==> config.mk <==
export PLATFORM = sky130hd
export DESIGN_NAME = i2c_reg_arbiter
export DESIGN_NICKNAME = d
export VERILOG_FILES = /design/src/rtl/i2c_reg_arbiter.sv
export SDC_FILE = /design/constraint.sdc
export NUM_CORES = 1
export LEC_CHECK = 0
export ABC_AREA = 1
export CORE_UTILIZATION = 35
export DETAILED_ROUTE_END_ITERATION = 7
export GPL_TIMING_DRIVEN = 0
export PLACE_DENSITY = 0.65
export SKIP_CTS_REPAIR_TIMING = 1
export SYNTH_ARGS = -nofsm -noshare
export SYNTH_HDL_FRONTEND = slang
export SYNTH_SLANG_ARGS = --single-unit
==> constraint.sdc <==
create_clock -name clk -period 1.34 [get_ports clk]
set_clock_uncertainty 0.05 [all_clocks]
set_input_delay 0.201 -clock clk [delete_from_list [all_inputs] [get_ports clk]]
set_output_delay 0.201 -clock clk [all_outputs]
set_load 0.03 [all_outputs]
==> src/rtl/i2c_reg_arbiter.sv <==
// Two-port register-file arbiter: I2C side (A) and local host (B) share ctrl 0-3 / status 4-7.
// Define ARB_ROUND_ROBIN_EN for round-robin arbitration; default is A-priority with MAX_HOLD fairness.
module i2c_reg_arbiter #(
    parameter int unsigned MAX_HOLD = 4
) (
    input  logic       clk,
    input  logic       rst,
    input  logic       a_req,
    input  logic       a_we,
    input  logic [2:0] a_addr,
    input  logic [7:0] a_wdata,
    output logic       a_gnt,
    output logic       a_ack,
    output logic       a_err,
    output logic [7:0] a_rdata,
    input  logic       b_req,
    input  logic       b_we,
    input  logic [2:0] b_addr,
    input  logic [7:0] b_wdata,
    output logic       b_gnt,
    output logic       b_ack,
    output logic       b_err,
    output logic [7:0] b_rdata,
    output logic [7:0] ctrl_reg0,
    output logic [7:0] ctrl_reg1,
    output logic [7:0] ctrl_reg2,
    output logic [7:0] ctrl_reg3,
    input  logic [7:0] stat_reg4,
    input  logic [7:0] stat_reg5,
    input  logic [7:0] stat_reg6,
    input  logic [7:0] stat_reg7
);

    typedef enum logic [1:0] {IDLE, GNT_A, GNT_B} state_e;

    state_e     state_q, state_d;
    logic [7:0] ctrl_q [4];
    logic [7:0] rf [8];
    logic       a_ack_q, b_ack_q, a_err_q, b_err_q;
    logic [7:0] a_rdata_q, b_rdata_q;
    logic       win_a;
    logic       g_we;
    logic [2:0] g_addr;
    logic [7:0] g_wdata;

`ifdef ARB_ROUND_ROBIN_EN
    // 1 = B was granted last
    logic last_b_q, last_b_d;
    assign win_a = a_req && (!b_req || last_b_q);
`else
    localparam logic [3:0] HOLD_LIM = 4'(MAX_HOLD);
    logic [3:0] hold_q, hold_d;
    assign win_a = a_req && (!b_req || (hold_q < HOLD_LIM));
`endif

    always_comb begin
        rf[0] = ctrl_q[0];
        rf[1] = ctrl_q[1];
        rf[2] = ctrl_q[2];
        rf[3] = ctrl_q[3];
        rf[4] = stat_reg4;
        rf[5] = stat_reg5;
        rf[6] = stat_reg6;
        rf[7] = stat_reg7;
    end

    assign g_we    = (state_q == GNT_B) ? b_we    : a_we;
    assign g_addr  = (state_q == GNT_B) ? b_addr  : a_addr;
    assign g_wdata = (state_q == GNT_B) ? b_wdata : a_wdata;

    always_comb begin
        state_d = state_q;
`ifdef ARB_ROUND_ROBIN_EN
        last_b_d = last_b_q;
`else
        hold_d = hold_q;
`endif
        case (state_q)
            IDLE: begin
                if (win_a) begin
                    state_d = GNT_A;
`ifdef ARB_ROUND_ROBIN_EN
                    last_b_d = 1'b0;
`else
                    hold_d = b_req ? hold_q + 4'd1 : '0;
`endif
                end else if (b_req) begin
                    state_d = GNT_B;
`ifdef ARB_ROUND_ROBIN_EN
                    last_b_d = 1'b1;
`else
                    hold_d = '0;
`endif
                end
            end
            default: state_d = IDLE;
        endcase
    end

    always_ff @(posedge clk) begin
        if (rst) begin
            state_q   <= IDLE;
            ctrl_q    <= '{default: '0};
            a_ack_q   <= 1'b0;
            b_ack_q   <= 1'b0;
            a_err_q   <= 1'b0;
            b_err_q   <= 1'b0;
            a_rdata_q <= '0;
            b_rdata_q <= '0;
`ifdef ARB_ROUND_ROBIN_EN
            last_b_q  <= 1'b1;
`else
            hold_q    <= '0;
`endif
        end else begin
            state_q <= state_d;
            a_ack_q <= (state_q == GNT_A);
            b_ack_q <= (state_q == GNT_B);
            a_err_q <= (state_q == GNT_A) && a_we && a_addr[2];
            b_err_q <= (state_q == GNT_B) && b_we && b_addr[2];
            if (state_q == GNT_A && !a_we)
                a_rdata_q <= rf[a_addr];
            if (state_q == GNT_B && !b_we)
                b_rdata_q <= rf[b_addr];
            if (state_q != IDLE && g_we && !g_addr[2])
                ctrl_q[g_addr[1:0]] <= g_wdata;
`ifdef ARB_ROUND_ROBIN_EN
            last_b_q <= last_b_d;
`else
            hold_q   <= hold_d;
`endif
        end
    end

    assign a_gnt     = (state_q == GNT_A);
    assign b_gnt     = (state_q == GNT_B);
    assign a_ack     = a_ack_q;
    assign b_ack     = b_ack_q;
    assign a_err     = a_err_q;
    assign b_err     = b_err_q;
    assign a_rdata   = a_rdata_q;
    assign b_rdata   = b_rdata_q;
    assign ctrl_reg0 = ctrl_q[0];
    assign ctrl_reg1 = ctrl_q[1];
    assign ctrl_reg2 = ctrl_q[2];
    assign ctrl_reg3 = ctrl_q[3];

endmodule

==> run metrics <==
DR WL/cell ~17 um; Core ar. between 10000 and 15000 um2; Tmin final around 1600 ps; pre-CTS setup slack -675 ps; largest net degree at the start of global routing 12; total global routing overflow 0; slowest stage delay, CP around 380 ps; Clock Path Buffers 2; Routability Congestion 0.950; Mapped Nets roughly 700; FF+latch count, synth 58; non-filler cells, final 922; r2r worst-path depth 10; most common cell after layout, fill and taps aside nand2_1; hold path startpoint a_addr[2]; DRT Pass-1 Iters 6; crit end category output pin; clock sink total 58; worst path cell trace inv_4 -> nor2_4 -> buf_12 -> buf_12 -> buf_2; Slew HR between 50% and 60%; first-pass GRT wire length around 22000 um; RSZ-0062 raised after global routing yes; status finished, violations left; Die Wd 105 um; RR Startpoint state_q[1]; arrival time worst endpoint 1340 ps; root buffer cell clkbuf_8; Synth Area per Inst about 5.7 um2; LEAKAGE between 0.003 and 0.004 uW; cts bufs inserted 9; Max VDD drop roughly 0.00045 V; Worst Path Required 1090 ps; Fmax achieved 0.630 GHz; failing checks negative setup slack; routed vias 4759; Mapped Cells about 650; dpl cells 891; period utilisation layout 119%; Tightest Pin Transition between 600 and 700 ps; DP Wirelength about 11000 um; layout net count ~840; H-tree Lvls 3; Iter 0 DRT Violations between 300 and 400; Area Overhead vs Synth 63.2%; r2r setup slk -200 ps; final WL 15500 um; Hold Fails Final Rpt 0; Worst Setup Start Kind register; final setup margin -248 ps; Power, Total slightly below 5000 uW; vias per cell approximately 5.2; Pwr Density ~810 nW/um2; antenna cells 0; share of cells above drive strength 1 between 10% and 20%; I/O pins roughly 110; Clock transition at path regs 80 ps; gr usage total 26.3%; Hold WC Path Type input port to register; register area share after synthesis 31.2%; Synthesis Warnings 0; Die ar. between 10000 and 15000 um2; Synth Cell Area approximately 3700 um2; vias in the first global route roughly 4300; Yosys cell types 26; count of input and output buffers between 100 and 150; hold endpoint a_err; setup violation total in the final timing report between 40 and 50; hold depth 3; CP Class register to output pin; die height 105 um; commonest cells after routing, fill and taps aside nand2_1, nand3_1, inv_1; Hold WS between 300 and 400 ps; Antenna Nets Post-Route 0; CP max stage cell dfxtp_4; worst reg2reg path endpoint ctrl_reg1[2]; CP max FO 4; initial antenna violation count 0; Cell Rows 37; Max Cap Viol 0; Slew Viols, Final 0; starting density of the core a little over a third; clock latency on the worst-skew pair 350 ps; # DRC 0; CTS tree built; post-layout util between 50% and 60%; most frequent CP cell buf_12
==> routing by layer <==
| metal | vias up | share of wire (%) | track usage (%) |
|---|---|---|---|
| met1 | 2171 | 42 | 33.7 |
| met4 | 0 | 3.1 | 9.86 |
| met2 | 242 | 47 | 43.6 |
| met5 | - | 0 | 0 |
| li1 | 2313 | - | - |
| met3 | 33 | 7.7 | 5.12 |
==> report_power, final <==
group / internal, uW / total, uW / switching (uW)
clock: 1100 / 1860 / 764
combinational: 506 / 1270 / 763
sequential: 1760 / 1800 / 34.1
==> registers in the layout (all words and copies together), names as in the netlist <==
register,cells
a_rdata,8
state_q,2
b_err,1
ctrl_reg3,8
hold_q,4
a_ack,1
ctrl_reg2,8
ctrl_reg1,8
b_ack,1
a_err,1
ctrl_reg0,8
b_rdata,8
==> worst max-delay path by stage <==
| stage | endpoint | slack (ps) | cells after the start | start |
|---|---|---|---|---|
| 6_report | b_gnt | -250 | 5 | state_q[1] |
| 2_1_floorplan | ctrl_reg1[0] | -10 | 10 | state_q[1] |
| 4_1_cts | b_gnt | -760 | 4 | state_q[1] |
| 5_1_grt | ctrl_reg1[2] | -330 | 9 | state_q[1] |
| 3_3_place_gp | a_rdata[3] | -650 | 6 | a_addr[2] |
| 3_5_place_dp | a_rdata[3] | -670 | 6 | a_addr[2] |
==> cells by family (layout without fill, tap and decap cells) <==
| logic type | count (synthesis) | count (layout) | share of synthesized area (%) |
|---|---|---|---|
| xor gates and xnor gates | 1 | 1 | 0.236 |
| AOI/OAI and AO/OA | 32 | 32 | 4.48 |
| and+or+nand+nor | 443 | 445 | 52.1 |
| buffers and inverters | 112 | 249 | 11.7 |
| adders and majority gates | 1 | 1 | 0.336 |
| DFF | 58 | 58 | 31.2 |
==> through the flow <==
stage	cell area, um2	TNS (ps)
after CTS	5300	-29970
after global placement	5070	-18860
after floorplan	3820	-168
after global routing	6070	-9900
final	6070	-6660
after detailed placement	5070	-19860
==> final cells by class <==
type	count	area, um2
Inverter	80	325
Clock buffer	10	138
Sequential cell	58	1170
Multi-Input combinational cell	479	2580
Timing Repair Buffer	121	1400
Clock inverter	6	88.8
Buffer	32	198
Fill cell	965	4260
Tap cell	136	170
==> worst max-delay path: cells and delay by family (launching register included) <==
| kind | cells | cell delay (ps) |
|---|---|---|
| buffers and inverters | 4 | 480 |
| AND/OR/NAND/NOR | 1 | 110 |
| flip-flops | 1 | 380 |
==> Yosys cell counts, drive strengths merged <==
library cell	number	area (um2)
clkinv	4	15.0
and3	1	6.26
nor2	82	358
o21a	1	7.51
nand3	146	736
ha	1	12.5
or2	8	50.1
clkbuf	18	67.6
inv	76	285
a21oi	20	100
buf	14	66.3
nand4	2	12.5
dfxtp	58	1160
xor2	1	8.76
nand2	202	763
nor3	2	10.0
o21ai	11	58.8
(Power assumes the default switching activity.)
